==> src/rtl/lexer_pkg.sv <==
// Shared types for the token lexer: token codes, FSM state encoding, char classes.
// HEX_LITERAL_EN adds the hex-prefix states (S_HEXP, S_HEX) to the state encoding.
package lexer_pkg;

    typedef enum logic [1:0] {
        TOK_IDENT = 2'd0,
        TOK_DEC   = 2'd1,
        TOK_HEX   = 2'd2,
        TOK_ERR   = 2'd3
    } tok_type_e;

`ifdef HEX_LITERAL_EN
    typedef enum logic [2:0] {
        S_IDLE, S_IDENT, S_DEC, S_ZERO, S_HEXP, S_HEX, S_ERR
    } state_e;
`else
    typedef enum logic [2:0] {
        S_IDLE, S_IDENT, S_DEC, S_ZERO, S_ERR
    } state_e;
`endif

    // CC_HEXALPHA is a letter that is also a hex digit (a-f, A-F).
    typedef enum logic [1:0] {
        CC_DELIM    = 2'd0,
        CC_LETTER   = 2'd1,
        CC_DIGIT    = 2'd2,
        CC_HEXALPHA = 2'd3
    } char_class_e;

    function automatic char_class_e classify(input logic [6:0] c, input logic hi);
        char_class_e cc;
        cc = CC_DELIM;
        if (!hi) begin
            if ((c >= 7'h61 && c <= 7'h66) || (c >= 7'h41 && c <= 7'h46))
                cc = CC_HEXALPHA;
            else if ((c >= 7'h61 && c <= 7'h7A) || (c >= 7'h41 && c <= 7'h5A) || c == 7'h5F)
                cc = CC_LETTER;
            else if (c >= 7'h30 && c <= 7'h39)
                cc = CC_DIGIT;
        end
        return cc;
    endfunction

endpackage

==> src/rtl/token_lexer_fsm_if.sv <==
// Character-in / token-out bundle of the lexer; master drives characters, slave is the lexer.
interface token_lexer_fsm_if #(
    parameter int CHAR_W  = 8,
    parameter int MAX_LEN = 32
);
    localparam int LEN_W = $clog2(MAX_LEN + 1);

    logic              in_valid;
    logic [CHAR_W-1:0] in_char;
    logic              in_last;
    logic              id_now;
    logic              tok_valid;
    logic [1:0]        tok_type;
    logic [LEN_W-1:0]  tok_len;

    modport master (
        output in_valid, in_char, in_last,
        input  id_now, tok_valid, tok_type, tok_len
    );

    modport slave (
        input  in_valid, in_char, in_last,
        output id_now, tok_valid, tok_type, tok_len
    );
endinterface

==> src/rtl/char_classifier.sv <==
// Combinational character classifier: any bit at or above bit 7 makes the char a delimiter.
module char_classifier
    import lexer_pkg::*;
#(
    parameter int CHAR_W = 8
) (
    input  logic [CHAR_W-1:0] in_char,
    output char_class_e       cls,
    output logic              is_hex_digit,
    output logic              is_x
);
    logic hi;

    assign hi           = |in_char[CHAR_W-1:7];
    assign cls          = classify(in_char[6:0], hi);
    assign is_hex_digit = (cls == CC_DIGIT) || (cls == CC_HEXALPHA);
    assign is_x         = !hi && (in_char[6:0] == 7'h78 || in_char[6:0] == 7'h58);
endmodule

==> src/rtl/token_lexer_fsm.sv <==
// Streaming lexer: groups [A-Za-z0-9_] runs into tokens with saturating length.
// Define HEX_LITERAL_EN to recognise 0x/0X hex literals as TOK_HEX.
module token_lexer_fsm
    import lexer_pkg::*;
#(
    parameter int CHAR_W  = 8,
    parameter int MAX_LEN = 32
) (
    input logic              clk,
    input logic              rst_n,
    token_lexer_fsm_if.slave bus
);
    localparam int               LEN_W   = $clog2(MAX_LEN + 1);
    localparam logic [LEN_W-1:0] LEN_MAX = LEN_W'(MAX_LEN);

    state_e           state_q, state_d, run_state;
    logic [LEN_W-1:0] len_q, len_d, run_len;
    logic             id_now_q, id_now_d;
    logic             tok_valid_q, tok_valid_d;
    tok_type_e        tok_type_q, tok_type_d;
    logic [LEN_W-1:0] tok_len_q, tok_len_d;

    char_class_e cls;
    logic        is_hex_digit, is_x, is_letter, is_digit, is_zero;

    char_classifier #(.CHAR_W(CHAR_W)) u_classifier (
        .in_char      (bus.in_char),
        .cls          (cls),
        .is_hex_digit (is_hex_digit),
        .is_x         (is_x)
    );

    assign is_letter = (cls == CC_LETTER) || (cls == CC_HEXALPHA);
    assign is_digit  = is_hex_digit && (cls != CC_HEXALPHA);
    assign is_zero   = is_digit && (bus.in_char[3:0] == 4'd0);

    function automatic tok_type_e class_of(input state_e s);
        tok_type_e t;
        case (s)
            S_IDENT:         t = TOK_IDENT;
            S_DEC, S_ZERO:   t = TOK_DEC;
`ifdef HEX_LITERAL_EN
            S_HEX:           t = TOK_HEX;
`endif
            default:         t = TOK_ERR;
        endcase
        return t;
    endfunction

    // Where the run goes if the current char is a run char (not a delimiter).
    always_comb begin
        run_state = S_ERR;
        case (state_q)
            S_IDLE: begin
                if (is_letter)    run_state = S_IDENT;
                else if (is_zero) run_state = S_ZERO;
                else              run_state = S_DEC;
            end
            S_IDENT: run_state = S_IDENT;
            S_DEC:   run_state = is_digit ? S_DEC : S_ERR;
            S_ZERO: begin
                if (is_digit)  run_state = S_DEC;
`ifdef HEX_LITERAL_EN
                else if (is_x) run_state = S_HEXP;
`else
                else if (is_x) run_state = S_ERR;
`endif
                else           run_state = S_ERR;
            end
`ifdef HEX_LITERAL_EN
            S_HEXP, S_HEX: run_state = is_hex_digit ? S_HEX : S_ERR;
`endif
            default: run_state = S_ERR;
        endcase

        run_len = len_q + LEN_W'(1);
        if (len_q == LEN_MAX) begin
            run_state = S_ERR;
            run_len   = len_q;
        end
    end

    always_comb begin
        state_d     = state_q;
        len_d       = len_q;
        id_now_d    = id_now_q;
        tok_valid_d = 1'b0;
        tok_type_d  = tok_type_q;
        tok_len_d   = tok_len_q;

        if (bus.in_valid) begin
            if (cls == CC_DELIM) begin
                state_d  = S_IDLE;
                len_d    = '0;
                id_now_d = 1'b0;
                if (state_q != S_IDLE) begin
                    tok_valid_d = 1'b1;
                    tok_type_d  = class_of(state_q);
                    tok_len_d   = len_q;
                end
            end else begin
                state_d  = run_state;
                len_d    = run_len;
                id_now_d = (run_state == S_IDENT);
                // A final run char closes the token as if a delimiter followed it.
                if (bus.in_last) begin
                    tok_valid_d = 1'b1;
                    tok_type_d  = class_of(run_state);
                    tok_len_d   = run_len;
                    state_d     = S_IDLE;
                    len_d       = '0;
                end
            end
        end
    end

    always_ff @(posedge clk) begin
        if (!rst_n) begin
            state_q     <= S_IDLE;
            len_q       <= '0;
            id_now_q    <= 1'b0;
            tok_valid_q <= 1'b0;
            tok_type_q  <= TOK_IDENT;
            tok_len_q   <= '0;
        end else begin
            state_q     <= state_d;
            len_q       <= len_d;
            id_now_q    <= id_now_d;
            tok_valid_q <= tok_valid_d;
            tok_type_q  <= tok_type_d;
            tok_len_q   <= tok_len_d;
        end
    end

    assign bus.id_now    = id_now_q;
    assign bus.tok_valid = tok_valid_q;
    assign bus.tok_type  = tok_type_q;
    assign bus.tok_len   = tok_len_q;
endmodule

==> src/flat_wrapper.sv <==
// flat-port wrapper written by rule: the top's interface ports become plain ports
module token_lexer_fsm_flat import lexer_pkg::*;
#(
    parameter int CHAR_W  = 8,
    parameter int MAX_LEN = 32
)
  (clk, rst_n, bus_in_valid, bus_in_char, bus_in_last, bus_id_now, bus_tok_valid, bus_tok_type, bus_tok_len);
  token_lexer_fsm_if #(.CHAR_W(CHAR_W), .MAX_LEN(MAX_LEN)) bus_i ();
  input logic clk;
  input logic rst_n;
  input wire logic [$bits(bus_i.in_valid)-1:0] bus_in_valid;
  input wire logic [$bits(bus_i.in_char)-1:0] bus_in_char;
  input wire logic [$bits(bus_i.in_last)-1:0] bus_in_last;
  output wire logic [$bits(bus_i.id_now)-1:0] bus_id_now;
  output wire logic [$bits(bus_i.tok_valid)-1:0] bus_tok_valid;
  output wire logic [$bits(bus_i.tok_type)-1:0] bus_tok_type;
  output wire logic [$bits(bus_i.tok_len)-1:0] bus_tok_len;
  assign bus_i.in_valid = bus_in_valid;
  assign bus_i.in_char = bus_in_char;
  assign bus_i.in_last = bus_in_last;
  assign bus_id_now = bus_i.id_now;
  assign bus_tok_valid = bus_i.tok_valid;
  assign bus_tok_type = bus_i.tok_type;
  assign bus_tok_len = bus_i.tok_len;
  token_lexer_fsm #(.CHAR_W(CHAR_W), .MAX_LEN(MAX_LEN)) u_core (.clk(clk), .rst_n(rst_n), .bus(bus_i));
endmodule
==> config.mk <==
export PLATFORM = sky130hd
export DESIGN_NAME = token_lexer_fsm_flat
export DESIGN_NICKNAME = d
export VERILOG_FILES = /design/src/rtl/lexer_pkg.sv /design/src/rtl/token_lexer_fsm_if.sv /design/src/rtl/char_classifier.sv /design/src/rtl/token_lexer_fsm.sv /design/src/flat_wrapper.sv
export SDC_FILE = /design/constraint.sdc
export NUM_CORES = 1
export LEC_CHECK = 0
export BUFFER_PORTS_ARGS = -buffer_cell sky130_fd_sc_hd__buf_2
export CORE_MARGIN = 2
export CORE_UTILIZATION = 53
export DETAILED_ROUTE_END_ITERATION = 7
export GPL_ROUTABILITY_DRIVEN = 0
export PLACE_DENSITY = 0.77
export SKIP_LAST_GASP = 1
export SYNTH_ARGS = -nofsm -noshare
export SYNTH_HDL_FRONTEND = slang
export SYNTH_HIERARCHICAL = 1
export SYNTH_SLANG_ARGS = --single-unit
export TNS_END_PERCENT = 20
==> constraint.sdc <==
create_clock -name clk -period 2.5 [get_ports clk]
set_clock_uncertainty 0.1 [all_clocks]
set_input_delay 0 -clock clk [delete_from_list [all_inputs] [get_ports clk]]
set_output_delay 0 -clock clk [all_outputs]
set_load 0.01 [all_outputs]
==> results.sh, run 1 <==
export IMPL_critical_path_class="in -> reg"
export IMPL_nets=177
export IMPL_period_share=0.894
export IMPL_status="complete, no violations"
export IMPL_cts_max_path_buffers=2
export IMPL_grtUsageMet1=0.296
export IMPL_min_delay_path_class="in -> reg"
export IMPL_first_global_vias=994
export IMPL_area_growth_pct=18.6
export IMPL_initial_core_util=0.559
export IMPL_drt_wl_total_um=2580
export IMPL_fp_coreArea_mm2=0.00196
export IMPL_dp_final_hpwl_um=1880
export IMPL_pwr_share_comb=0.206
export IMPL_powerDensity_mw_per_mm2=464
export IMPL_tightest_slew_ns=0.607
export IMPL_use_met2=0.376
export IMPL_crit_path_start_kind="primary input"
export IMPL_clock_latency_ns=0.30
export IMPL_end_kind="flip-flop"
export IMPL_drc=0
export IMPL_via_count=1125
export IMPL_critical_path_arrival_ns=2.33
export IMPL_synth_cells=134
export IMPL_p_leak_nw=0.508
export IMPL_grt_pass1_wl_um=4360
export IMPL_finalSetupViolations=0
export IMPL_place_ws_ns=0.454
export IMPL_synthesis_area_mm2=0.00110
export IMPL_hold_buffers=5
export IMPL_post_cts_buffers=0
export IMPL_tns_ns=0
export IMPL_finalCriticalPeriod_ns=2.24
export IMPL_post_cts_resized=0
export IMPL_die_w_um=49.5
export IMPL_path_cells="buf_2 -> and4b_1 -> nor3_1 -> a2111oi_2 -> buf_4 -> or4_4 -> o211a_4 -> o211ai_2 -> nor2_1 -> dlygate4sd3_1"
export IMPL_cts_htree_levels=1
export IMPL_grtUsageMet3=0.0455
export IMPL_num_antenna_cells=0
export IMPL_seqPwrFrac=0.541
export IMPL_grt_max_degree=16
export IMPL_dpl_cell_area_mm2=0.00122
export IMPL_cts_num_sinks=19
export IMPL_cts_made_buffers=3
export IMPL_fp_dieArea_mm2=0.00245
export IMPL_clk_pin_slew_ns=0.10
export IMPL_max_slew_margin=0.593
export IMPL_fin_util=0.663
export IMPL_gr_total_overflow=0
export IMPL_vias_per_cell=5.95
export IMPL_syn_nets=148
export IMPL_postLayoutCellArea_mm2=0.00130
export IMPL_ant_nets=0
export IMPL_cts_tree="done"
export IMPL_dr_pass1_iters=4
export IMPL_io_buffers=21
export IMPL_report_final_hold_viol_count=0
export IMPL_drive_above_1_share=0.235
export IMPL_fillers=195
export IMPL_worstReg2RegEnd="u_core/bus.tok_type[1]"
export IMPL_rr_worst_depth=5
export IMPL_yosys_warnings=6
export IMPL_grt_busiest_layer="met2"
export IMPL_slowest_delay_ns=0.55
export IMPL_timing_rr_start="u_core/state_q[2]"
export IMPL_swShare=0.280
export IMPL_cp_required_ns=2.59
export IMPL_rows=16
export IMPL_grt_antenna_before_repair=0
export IMPL_power_switching_uw=169
export IMPL_startpoint="bus_in_char[0]"
export IMPL_vdd_drop_max_mv=0.229
export IMPL_setup_slack_ns=0.264
export IMPL_cp_max_fo=15
export IMPL_p_int_uw=435
export IMPL_reg2reg_slack_ns=0.28
export IMPL_ios=22
export IMPL_cts_root_buf="clkbuf_4"
export IMPL_maxSlewViolCount=0
export IMPL_drtIter0Drc=64
export IMPL_rsz0062_at_grt="false"
export IMPL_die_h_um=49.5
export IMPL_max_cap_violations=0
export IMPL_p_clk_frac=0.254
export IMPL_fmax_mhz=447
export IMPL_endpoint="u_core/bus.tok_type[1]"
export IMPL_syn_area_per_cell_um2=8.18
export IMPL_crit_slowest_cell="dlygate4sd3_1"
export IMPL_hold_start="bus_in_char[3]"
export IMPL_wl_per_cell_um=13.7
export IMPL_grtUsageTotal=0.231
[flip-flops by register name (all words and copies together) (netlist names)]
name	flops
u_core/bus.tok_len	6
u_core/state_q	3
u_core/bus.tok_type	2
u_core/bus.id_now	1
u_core/bus.tok_valid	1
u_core/len_q	6
[layout make-up]
class	instances	area, um2	area share
inverter	6	22.5	0.0173
timing repair buffer	29	178	0.137
clock buffer	4	26.3	0.0202
multi-input combinational	104	659	0.507
sequential	19	380	0.293
tap	27	33.8	0.0260
[critical path: cells and delay by family]
family / cells / cell delay, ns
buf+inv: 3 / 0.85
compound gates: 3 / 0.50
simple gates: 4 / 0.97
[layout by cell type (no fill, tap or decap), types with 2 or more instances in the layout]
cell type	n
ha_1	2
inv_1	5
nor2_1	11
dfxtp_1	19
nand2_1	12
buf_2	21
o21ai_0	15
buf_4	3
nor2b_1	4
nand4_1	3
nor3_1	5
a21oi_1	12
clkbuf_4	3
nand3_1	5
xnor2_1	2
dlygate4sd3_1	5
a211oi_1	3
[power groups by stage]
| stage | logic (mW) | registers [mW] | clock network [mW] |
|---|---|---|---|
| floorplan | 0.0710 | 0.339 | 0 |
| global placement | 0.113 | 0.333 | 0 |
| detailed placement | 0.115 | 0.333 | 0 |
| CTS | 0.123 | 0.327 | 0.155 |
| global route | 0.137 | 0.328 | 0.172 |
| finish | 0.124 | 0.326 | 0.153 |
[routing by layer]
| metal | vias to the layer above | share of wire |
|---|---|---|
| met2 | 49 | 0.48 |
| met4 | 0 | 0.022 |
| met3 | 11 | 0.068 |
| li1 | 551 | - |
| met5 | - | 0 |
| met1 | 514 | 0.43 |
[worst min-delay path by stage]
stage / endpoint / cells after the start
6_report: u_core/state_q[0] / 5
5_1_grt: u_core/state_q[0] / 5
4_1_cts: u_core/state_q[0] / 5
3_5_place_dp: u_core/bus.tok_type[1] / 4
3_3_place_gp: u_core/bus.tok_type[1] / 4
2_1_floorplan: u_core/bus.tok_len[3] / 2
[metrics by stage]
step / std cells / hold slack [ns] / total power [mW]
floorplan: 134 / 0.0383 / 0.410
global placement: 180 / 0.238 / 0.445
detailed placement: 180 / 0.236 / 0.448
CTS: 189 / 0.0429 / 0.604
global route: 189 / 0.110 / 0.637
finish: 189 / 0.0567 / 0.604
Power figures use the tool's default switching activity.
==> inputs of run 2 (changes only) <==
==> constraint.sdc (replaced) <==
create_clock -name clk -period 2.5 [get_ports clk]
set_clock_uncertainty 0.1 [all_clocks]
set_input_delay 0.125 -clock clk [delete_from_list [all_inputs] [get_ports clk]]
set_output_delay 0.125 -clock clk [all_outputs]
set_load 0.01 [all_outputs]
==> run 2 against run 1 <==
- combinational power about the same
- via count increased by 0.53%
- count of clock-buffer cells in the layout unchanged
- non-clock buffer count decreased by 5
- sequential power about the same
- die area unchanged
- first-iteration DRC count increased by 6.3%
- sequential share of layout area increased by 1.2 points
- global-route usage increased by 1.1 points
- flip-flop and latch count unchanged
- cell count decreased by 2.6%
- utilization decreased by 2.6 points
- critical path type is now reg -> reg
- highest routed layer unchanged
==> results.sh, run 2 (synthesis gave the netlist of run 1 again) <==
export IMPL_cts_max_path_buffers=2
export IMPL_io_buffers=21
export IMPL_slowest_delay_ns=0.54
export IMPL_die_h_um=49.5
export IMPL_finalCriticalPeriod_ns=2.04
export IMPL_critical_path_class="reg -> reg"
export IMPL_initial_core_util=0.559
export IMPL_critical_path_arrival_ns=2.15
export IMPL_drive_above_1_share=0.242
export IMPL_cts_num_sinks=19
export IMPL_max_slew_margin=0.615
export IMPL_drt_wl_total_um=2820
export IMPL_layout_common_cells="buf_2, dfxtp_1, o21ai_0"
export IMPL_ant_nets=0
export IMPL_drtIter0Drc=68
export IMPL_end_kind="flip-flop"
export IMPL_cts_tree="done"
export IMPL_power_uw=601
export IMPL_clk_pin_slew_ns=0.11
export IMPL_startpoint="u_core/len_q[0]"
export IMPL_timing_rr_start="u_core/len_q[0]"
export IMPL_grtUsageTotal=0.242
export IMPL_die_w_um=49.5
export IMPL_clock_latency_ns=0.29
export IMPL_power_switching_uw=172
export IMPL_pwr_share_comb=0.201
export IMPL_hold_buffers=0
export IMPL_gr_total_overflow=0
export IMPL_grt_antenna_before_repair=0
export IMPL_seq_area_um2=380
export IMPL_ios=22
export IMPL_post_cts_resized=0
export IMPL_cp_required_ns=2.61
export IMPL_cts_root_buf="clkbuf_4"
export IMPL_multi_input_area_um2=659
export IMPL_finalSetupViolations=0
export IMPL_first_global_vias=1023
export IMPL_wl_per_cell_um=15.3
export IMPL_period_share=0.817
export IMPL_tightest_slew_ns=0.574
export IMPL_status="complete, no violations"
export IMPL_swShare=0.286
export IMPL_hold_start="bus_in_last"
export IMPL_fin_util=0.637
export IMPL_final_common_cell="buf_2"
export IMPL_timing_hold_ws_ns=0.0512
export IMPL_powerDensity_mw_per_mm2=481
export IMPL_fp_coreArea_mm2=0.00196
export IMPL_crit_path_start_kind="flip-flop"
export IMPL_rsz0062_at_grt="false"
export IMPL_maxSlewViolCount=0
export IMPL_p_clk_frac=0.256
export IMPL_fp_dieArea_mm2=0.00245
export IMPL_via_count=1131
export IMPL_nets=172
export IMPL_vias_per_cell=6.15
export IMPL_path_cells="inv_1 -> ha_1 -> nor4b_2 -> a211oi_1 -> nor2_1 -> a311oi_1"
export IMPL_tns_ns=0
export IMPL_fmax_mhz=490
export IMPL_dpl_cell_area_mm2=0.00122
export IMPL_num_antenna_cells=0
export IMPL_min_delay_path_class="in -> reg"
export IMPL_cts_htree_levels=1
export IMPL_drc=0
export IMPL_crit_slowest_cell="a211oi_1"
export IMPL_p_leak_nw=0.485
export IMPL_grt_max_degree=16
export IMPL_rows=16
export IMPL_cp_max_fo=6
export IMPL_seqPwrFrac=0.543
export IMPL_area_growth_pct=14.0
export IMPL_cts_made_buffers=3
export IMPL_grt_pass1_wl_um=4640
export IMPL_dr_pass1_iters=5
export IMPL_post_cts_buffers=0
export IMPL_vdd_drop_max_mv=0.304
export IMPL_dp_final_hpwl_um=2080
export IMPL_p_int_uw=429
export IMPL_fillers=189
export IMPL_report_final_hold_viol_count=0
export IMPL_max_cap_violations=0
export IMPL_postLayoutCellArea_mm2=0.00125
[run 2: cell types whose count changed in the layout (fill, tap and decap cells not counted)]
cell,before,now
dlygate4sd3_1,5,0
[run 2: power by group through the flow]
stage / logic, mW / clock network, mW / registers, mW
finish: 0.121 / 0.154 / 0.326
detailed placement: 0.118 / 0 / 0.333
CTS: 0.118 / 0.160 / 0.326
floorplan: 0.0710 / 0 / 0.339
global placement: 0.114 / 0 / 0.333
global route: 0.131 / 0.172 / 0.328
[run 2: final cells by class]
class                      count  share of cell area
clock buffer                   4              0.0210
inverter                       6              0.0180
multi-input combinational    104               0.528
sequential                    19               0.304
tap                           27              0.0270
timing repair buffer          24               0.102
[run 2: final timing paths]
| check | end | slack [ns] | depth (start not counted) |
|---|---|---|---|
| setup / recovery | u_core/len_q[0] | 0.46 | 6 |
| hold / removal | u_core/bus.tok_type[1] | 0.05 | 4 |
| setup reg to reg | u_core/len_q[0] | 0.46 | 6 |
| hold reg to reg | u_core/bus.id_now | 0.36 | 2 |
[run 2: through the flow]
stage	setup slack, ns	instances
3_3_place_gp	0.499	180
3_5_place_dp	0.424	180
6_report	0.458	184
4_1_cts	0.524	184
5_1_grt	0.357	184
2_1_floorplan	0.529	134
[run 2: layer usage]
layer	global-route usage	part of all wire	vias to the layer above
met4	0.0694	0.011	0
met1	0.326	0.43	511
met2	0.403	0.46	68
met5	0	0	-
li1	-	-	548
met3	0.0364	0.10	4
[run 2: worst max-delay path, delay by kind of cell (launching register included)]
kind	cells	cell delay, ns
adder cells (fa/ha/maj)	1	0.21
AO/OA/AOI/OAI	2	0.80
AND/OR/NAND/NOR	2	0.28
buffers and inverters	1	0.08
flip-flops	1	0.48
